`src/rtl/sobel_grad_3x3.sv`:
```
// sobel_grad_3x3: three-stage Sobel magnitude/direction pipeline with per-frame peak and edge-count stats
module sobel_grad_3x3 #(
  parameter int MAG_SHIFT = 2,
  parameter int EDGE_TH = 64
) (
  input  logic        clk,
  input  logic        rst_n,
  input  logic        valid_in,
  input  logic        eof_in,
  input  logic [7:0]  p0,
  input  logic [7:0]  p1,
  input  logic [7:0]  p2,
  input  logic [7:0]  p3,
  input  logic [7:0]  p4,
  input  logic [7:0]  p5,
  input  logic [7:0]  p6,
  input  logic [7:0]  p7,
  input  logic [7:0]  p8,
  output logic [7:0]  mag_out,
  output logic [1:0]  dir_out,
  output logic        valid_out,
  output logic        frame_done,
  output logic [7:0]  frame_max_out,
  output logic [15:0] frame_edges_out
);
  localparam logic [7:0] TH = 8'(EDGE_TH);
  logic [9:0] xp, xn, yp, yn, ax, ay;
  logic signed [10:0] gx_c, gy_c, s1_gx, s1_gy;
  logic [10:0] nx, ny, sh, s2_sum;
  logic [16:0] ax128, ay128, ax53, ay53;
  logic [1:0] dir_c, s2_dir;
  logic [7:0] mag_c, max_c, run_max;
  logic [15:0] cnt_c, run_cnt;
  logic s1_v, s1_e, s2_v, s2_e, edge_c;
  // p4 is the centre pixel and carries zero weight in both kernels
  logic unused_p4;
  assign unused_p4 = ^p4;
  assign xp = {2'b0, p2} + {1'b0, p5, 1'b0} + {2'b0, p8};
  assign xn = {2'b0, p0} + {1'b0, p3, 1'b0} + {2'b0, p6};
  assign yp = {2'b0, p6} + {1'b0, p7, 1'b0} + {2'b0, p8};
  assign yn = {2'b0, p0} + {1'b0, p1, 1'b0} + {2'b0, p2};
  assign gx_c = $signed({1'b0, xp}) - $signed({1'b0, xn});
  assign gy_c = $signed({1'b0, yp}) - $signed({1'b0, yn});
  assign nx = -s1_gx;
  assign ny = -s1_gy;
  assign ax = s1_gx[10] ? nx[9:0] : s1_gx[9:0];
  assign ay = s1_gy[10] ? ny[9:0] : s1_gy[9:0];
  // tan(22.5 deg) ~ 53/128; exact integer products decide the sector
  assign ax128 = {ax, 7'b0};
  assign ay128 = {ay, 7'b0};
  assign ax53 = {7'b0, ax} * 17'd53;
  assign ay53 = {7'b0, ay} * 17'd53;
  always_comb begin
    dir_c = (ax == 10'd0 && ay == 10'd0) ? 2'd0 :
            (ay128 < ax53) ? 2'd0 :
            (ay53 > ax128) ? 2'd2 :
            (s1_gx[10] == s1_gy[10]) ? 2'd1 : 2'd3;
  end
  assign sh = s2_sum >> MAG_SHIFT;
  assign mag_c = |sh[10:8] ? 8'hff : sh[7:0];
  assign edge_c = mag_c >= TH;
  assign max_c = mag_c > run_max ? mag_c : run_max;
  assign cnt_c = (edge_c && run_cnt != 16'hffff) ? run_cnt + 16'd1 : run_cnt;
  always_ff @(posedge clk or negedge rst_n) begin
    if (!rst_n) begin
      s1_gx <= '0;
      s1_gy <= '0;
      s1_v <= 1'b0;
      s1_e <= 1'b0;
      s2_sum <= '0;
      s2_dir <= '0;
      s2_v <= 1'b0;
      s2_e <= 1'b0;
      mag_out <= '0;
      dir_out <= '0;
      valid_out <= 1'b0;
      frame_done <= 1'b0;
      frame_max_out <= '0;
      frame_edges_out <= '0;
      run_max <= '0;
      run_cnt <= '0;
    end else begin
      s1_gx <= gx_c;
      s1_gy <= gy_c;
      s1_v <= valid_in;
      s1_e <= valid_in & eof_in;
      s2_sum <= {1'b0, ax} + {1'b0, ay};
      s2_dir <= dir_c;
      s2_v <= s1_v;
      s2_e <= s1_e;
      mag_out <= mag_c;
      dir_out <= s2_dir;
      valid_out <= s2_v;
      frame_done <= s2_v & s2_e;
      if (s2_v && s2_e) begin
        frame_max_out <= max_c;
        frame_edges_out <= cnt_c;
        run_max <= '0;
        run_cnt <= '0;
      end else if (s2_v) begin
        run_max <= max_c;
        run_cnt <= cnt_c;
      end
    end
  end
endmodule

```
`config.mk`:
```
export PLATFORM = sky130hd
export DESIGN_NAME = sobel_grad_3x3
export DESIGN_NICKNAME = d
export VERILOG_FILES = /design/src/rtl/sobel_grad_3x3.sv
export SDC_FILE = /design/constraint.sdc
export NUM_CORES = 1
export LEC_CHECK = 0
export BUFFER_PORTS_ARGS = -buffer_cell sky130_fd_sc_hd__buf_2
export CORE_MARGIN = 2
export CORE_UTILIZATION = 60
export CTS_BUF_LIST = sky130_fd_sc_hd__clkbuf_8
export CTS_CLUSTER_DIAMETER = 80
export DETAILED_ROUTE_END_ITERATION = 10
export PLACE_DENSITY_LB_ADDON = 0.12
export SYNTH_ARGS = -nofsm -noshare
export SYNTH_HDL_FRONTEND = slang
export SYNTH_SLANG_ARGS = --single-unit
```
`constraint.sdc`:
```
create_clock -name clk -period 9.3 [get_ports clk]
set_input_delay 2.79 -clock clk [delete_from_list [all_inputs] [get_ports clk]]
set_output_delay 2.79 -clock clk [all_outputs]
set_load 0.02 [all_outputs]
```
Yosys cells after proc, flatten, opt, wreduce, memory -nomap -nowiden
Cells that the tools add are included.
{"block": "op_classes", "add_sub_neg": 14, "mul": 2, "n_div": 0, "magnitude_cmp": 4, "eq_ne": 2, "shift": 0, "n_mux": 13, "bitwise_logic": 2, "n_reduce_logical": 6}
{"cell": "$mux 16", "n": 3}
{"cell": "$add 10x8->10", "n": 4}
{"cell": "$add 8x9->10", "n": 4}
{"cell": "$mul 10x6->16 const B", "n": 2}
{"cell": "$mux 8", "n": 4}
{"cell": "$sub 10x10->11", "n": 2}
{"cell": "$logic_not 10->1", "n": 2}
{"cell": "$mux 10", "n": 2}
{"cell": "$neg 10->10", "n": 2}
{"cell": "$gt 16x17->1", "n": 1}
{"cell": "$lt 17x16->1", "n": 1}
{"cell": "$add 16x1->16 const B", "n": 1}
{"cell": "$ne 16x16->1 const B", "n": 1}
{"cell": "$add 10x10->11", "n": 1}
{"cell": "$ge 8x7->1 const B", "n": 1}
{"cell": "$gt 8x8->1", "n": 1}
{"cell": "$mux 2", "n": 4}
{"cell": "$logic_and 1x1->1", "n": 3}
{"cell": "$and 1x1->1", "n": 2}
{"cell": "$reduce_bool 2->1", "n": 1}
{"cell": "$eq 1x1->1", "n": 1}
{"block": "word_totals", "register_bits": 99, "latch_bits": 0, "mem_bits_rw": 0, "romBits": 0, "input_bits": 76, "out_inout_bits": 36, "elab_cells": 59, "n_memories": 0}

Longest topological paths before layout
{"block": "logic_depth", "ltp_word": 7, "mapped_depth": 26, "ltp_nobuf": 26}

Worst setup path before layout
Ideal clock, no wire load.
{"block": "synth_timing", "path_kind": "reg-to-reg", "startpoint": "register s1_gx[3]", "endpoint": "register s2_dir[0]", "setup_ns": 0.120, "t_arrival_ns": 5.968, "required_ns": 9.180, "path_slack_ns": 3.213, "path_stages_with_launch": 25, "path_buffers": 0, "synth_period_minus_slack_ns": 6.087, "cell_sequence": "dfrtp_1 or4_4 o21ai_1 xor2_1 inv_1 ha_1 inv_1 fa_1 fa_1 inv_1 ha_1 nor2b_1 o21ai_0 nand2b_1 a21o_1 a21o_1 a31o_2 a2111oi_0 nor3b_1 ha_1 a21o_1 a211o_1 a211oi_1 a21oi_1 and3b_1"}
{"block": "synth_between", "elab_chain_cells": 6, "elab_cells_between_ends": 10, "classes_between": "1 x add/sub; 1 x mul; 2 x order compare; 4 x mux; 2 x reduce/logical"}
{"element": "start, declared", "line_no": "28", "source": "logic signed [10:0] gx_c, gy_c, s1_gx, s1_gy;"}
{"element": "start signal, assigned", "line_no": "83", "source": "s1_gx <= gx_c;"}
{"element": "$neg 10->10", "line_no": "44", "source": "assign nx = -s1_gx;"}
{"element": "$mux 10 *", "line_no": "46", "source": "assign ax = s1_gx[10] ? nx[9:0] : s1_gx[9:0];"}
{"element": "$mul 10x6->16 / $gt 16x17->1 (equally long branches)", "line_no": "51, 56"}
{"element": "$lt 17x16->1 / $mux 2 (equally long branches)", "line_no": "55, 56"}
{"element": "$mux 2", "line_no": "55", "source": "(ay128 < ax53) ? 2'd0 :"}
{"element": "$mux 2 *", "line_no": "54", "source": "dir_c = (ax == 10'd0 && ay == 10'd0) ? 2'd0 :"}
{"element": "named net dir_c[0]", "line_no": "31", "source": "logic [1:0] dir_c, s2_dir;"}
{"element": "end signal, assigned", "line_no": "88", "source": "s2_dir <= dir_c;"}
{"element": "end, declared", "line_no": "31"}
The timed path passes the listed nets; every way through them passes the cells marked *.
A chain may end at the register's enable or synchronous reset.

Final worst setup path
{"block": "layout_timing", "startpoint": "register s1_gx[0]", "endpoint": "register s2_dir[0]"}
The elaborated chain is that of the path after synthesis.

==> impl_metrics.yaml <==
synth:
  synth.area.mux_share: 0.00212
  ys_warn_count: 0
  yosys_top_cell_by_area: "dfrtp_1"
  postSynthAreaPerCell_um2: 9.80
  syn_inst: 964
  synth-edff-count: 0
  post_synth_main_area_contributors: "dfrtp_1, fa_1, ha_1"
  synth.distinct_cells: 59
  synthesis.nets: 1263
  synth.yosys.seq_area_share: 0.257
  synth-xor-area-share: 0.0722
  synth_simple_gate_area_share: 0.0973
  post_synthesis_compound_gate_area_fraction: 0.125
  synthAdderAreaFrac: 0.368
  fraction_of_registers_with_async_set_reset: 1.00
  ys_seq_elements: 97
  combinational_family_with_the_most_area_after_synthesis: "adder cells"
  ys_dominant_reg_cell: "dfrtp_1"
  synth.top_cell.area_share: 0.257
  mappedNetlistArea_um2: 9440
global_routing:
  grt_pass1_vias: 6639
  overflow: 0
  grt_pass1_wl_um: 30400
  largest_net_degree_at_the_start_of_global_routing: 57
  antenna_violations_before_repair: 0
  grt_use_total: 0.227
clock_network:
  holdBufCountCts: 0
  cts_resized: 0
  ctsRootBufferMaster: "clkbuf_8"
  htree_num_levels: 3
  later_pin_clock_latency_in_the_skew_report_ps: 380
  cts_post_setup_buffers_inserted: 0
  numCtsBuffers: 9
  clock_sinks: 97
  cts.reportedPaths.clkPinSlew_ps: 100
  tritoncts_clock_tree: "yes"
  bufs_on_longest_clock_path: 2
worst_setup_path:
  peak_fanout_along_the_critical_path: 11
  worst-endpoint-arrival_ps: 7310
  cp-end-kind: "flip-flop"
  cp.required_ps: 9580
  start_kind: "flip-flop"
  critPathKind: "flip-flop to flip-flop"
routing:
  initialDrtViolationCount: 313
  vias_post_dr: 6817
  drc: 0
  drtPass1Iterations: 5
  drt.antenna.violating_nets: 0
  via_per_inst: 5.29
  drt_wl_total_um: 17900
  post_drt_wl_per_cell_um: 13.9
timing:
  finalHoldWorstSlack_ps: 358
  grt_setup_unrepaired: "no"
  finalMaxSlewViolations: 0
  timing_hold_violations_final: 0
  max_slew.worst_pin.slew_ps: 1160
  achievable-frequency_ghz: 0.142
  timing.slew.headroom: 0.226
  period_needed_ps: 7030
  fin_tns_setup_ps: 0
  skew_ps: 13.3
  final_cycle_utilization_of_the_critical_path: 0.756
  finalSetupViolCount: 0
cells_and_area:
  final_layout_size_suffix_gt1_frac: 0.135
  stdcell_count: 1289
  area_growth_syn_to_layout_pct: 10.7
  fillCellCount: 1262
  net_count_of_the_finished_layout: 1372
  insertedDiodeCount: 0
place:
  place.port_buffers: 103
  place.gp.congestion: 0.855
  dp.final_hpwl_um: 14500
  dpl.cell_count: 1273
floorplan:
  core_um2: 15300
  die_x_um: 129
  die_h_um: 129
  floorplan.rows: 45
  pin_count: 112
  fp.dieArea_um2: 16800
  initial_utilization: 0.617
run:
  maxCapViolations: 0
hold_path:
  worst_hold_path_type: "flip-flop to flip-flop"
outcome:
  run_status: "complete, no violations"
-- synthesized netlist by cell type (9+ instances only) --
cell / number
a21o_1: 10
nand2b_1: 10
nand2_1: 66
nor2b_1: 9
o31ai_1: 10
o21ai_0: 69
nand4_1: 9
nor2_1: 31
nand3_1: 13
fa_1: 88
dfrtp_1: 97
clkbuf_1: 12
a21oi_1: 35
inv_1: 185
ha_1: 135
xor2_1: 22
xnor2_1: 54
-- registers in the layout (all words and copies together) (netlist names) --
name             flops
frame_done           1
mag_out              8
s1_e                 1
frame_max_out        8
s1_v                 1
run_max              8
dir_out              2
s2_v                 1
s2_sum               9
run_cnt             16
frame_edges_out     16
s2_dir               2
s1_gy               11
valid_out            1
s1_gx               11
s2_e                 1
-- worst paths after layout --
| check | startpoint | to | slack, ps | cells past startpoint |
|---|---|---|---|---|
| min in group asynchronous | rst_n | frame_done | 2380 | 1 |
| setup / recovery | s1_gx[0] | s2_dir[0] | 2270 | 26 |
| max in group asynchronous | rst_n | s1_gx[9] | 5850 | 2 |
| hold reg to reg | s1_e | s2_e | 360 | 0 |
| setup reg to reg | s1_gx[0] | s2_dir[0] | 2270 | 26 |
| hold / removal | s1_e | s2_e | 360 | 0 |
-- metal layers --
| metal | part of all wire | track usage | vias up |
|---|---|---|---|
| li1 | - | - | 3406 |
| met3 | 0.032 | 0.0256 | 13 |
| met5 | 0 | 0 | - |
| met1 | 0.46 | 0.307 | 3267 |
| met4 | 0.011 | 0.0557 | 0 |
| met2 | 0.49 | 0.394 | 131 |
-- layout by cell type, fill, tap and decap left out, drive strengths merged, types with 10 or more instances in the layout --
| cell | Yosys | layout |
|---|---|---|
| o21ai | 71 | 71 |
| xnor2 | 55 | 55 |
| nor2 | 31 | 31 |
| buf | 1 | 111 |
| nand3 | 13 | 13 |
| ha | 135 | 135 |
| xor2 | 22 | 22 |
| o31ai | 11 | 11 |
| nand2b | 10 | 10 |
| nand2 | 66 | 66 |
| fa | 88 | 88 |
| a21o | 10 | 10 |
| a21oi | 36 | 36 |
| clkbuf | 12 | 10 |
| dfrtp | 97 | 97 |
| inv | 185 | 188 |
-- layout make-up --
cell class              count  area, um2  area share
multi-input cells         669       6270       0.600
well taps                 211        264      0.0253
clock buffers              10        138      0.0132
inverters                 185        694      0.0664
clock inverters             6       82.6     0.00790
flip-flops and latches     97       2430       0.232
repair buffers            111        578      0.0553
-- critical path: stages (launching register included) --
cell and delay (ps):
dfrtp_1 650, inv_1 90, ha_1 270, inv_1 110
o21ai_1 90, xor2_1 690, inv_1 310, ha_1 370
inv_1 40, fa_1 460, fa_1 540, inv_1 40
ha_1 310, nor2b_1 140, o21ai_0 140, nand2b_1 110
a21o_1 200, a21o_1 190, a31o_2 270, a2111oi_0 420
nor3b_1 130, ha_1 320, a21o_1 160, a211o_1 300
a211oi_1 220, a21oi_1 160, and3b_1 190
-- metrics by stage --
| step | area [um2] | util | setup WS, ps |
|---|---|---|---|
| detailed placement | 10200 | 0.668 | 2350 |
| finish | 10500 | 0.683 | 2270 |
| CTS | 10500 | 0.683 | 2300 |
| global placement | 10200 | 0.668 | 2460 |
| global route | 10500 | 0.683 | 1760 |
| floorplan | 9440 | - | 3210 |
-- kinds of logic after synthesis --
logic type                 Yosys count
AOI/OAI and AO/OA                  183
xor gates and xnor gates            77
adders and majority gates          225
buffers and inverters              198
DFF                                 97
muxes                                2
and+or+nand+nor                    182
Power is not shown: default switching activity piles up to over one toggle a cycle in this logic, so the estimate is an artifact.
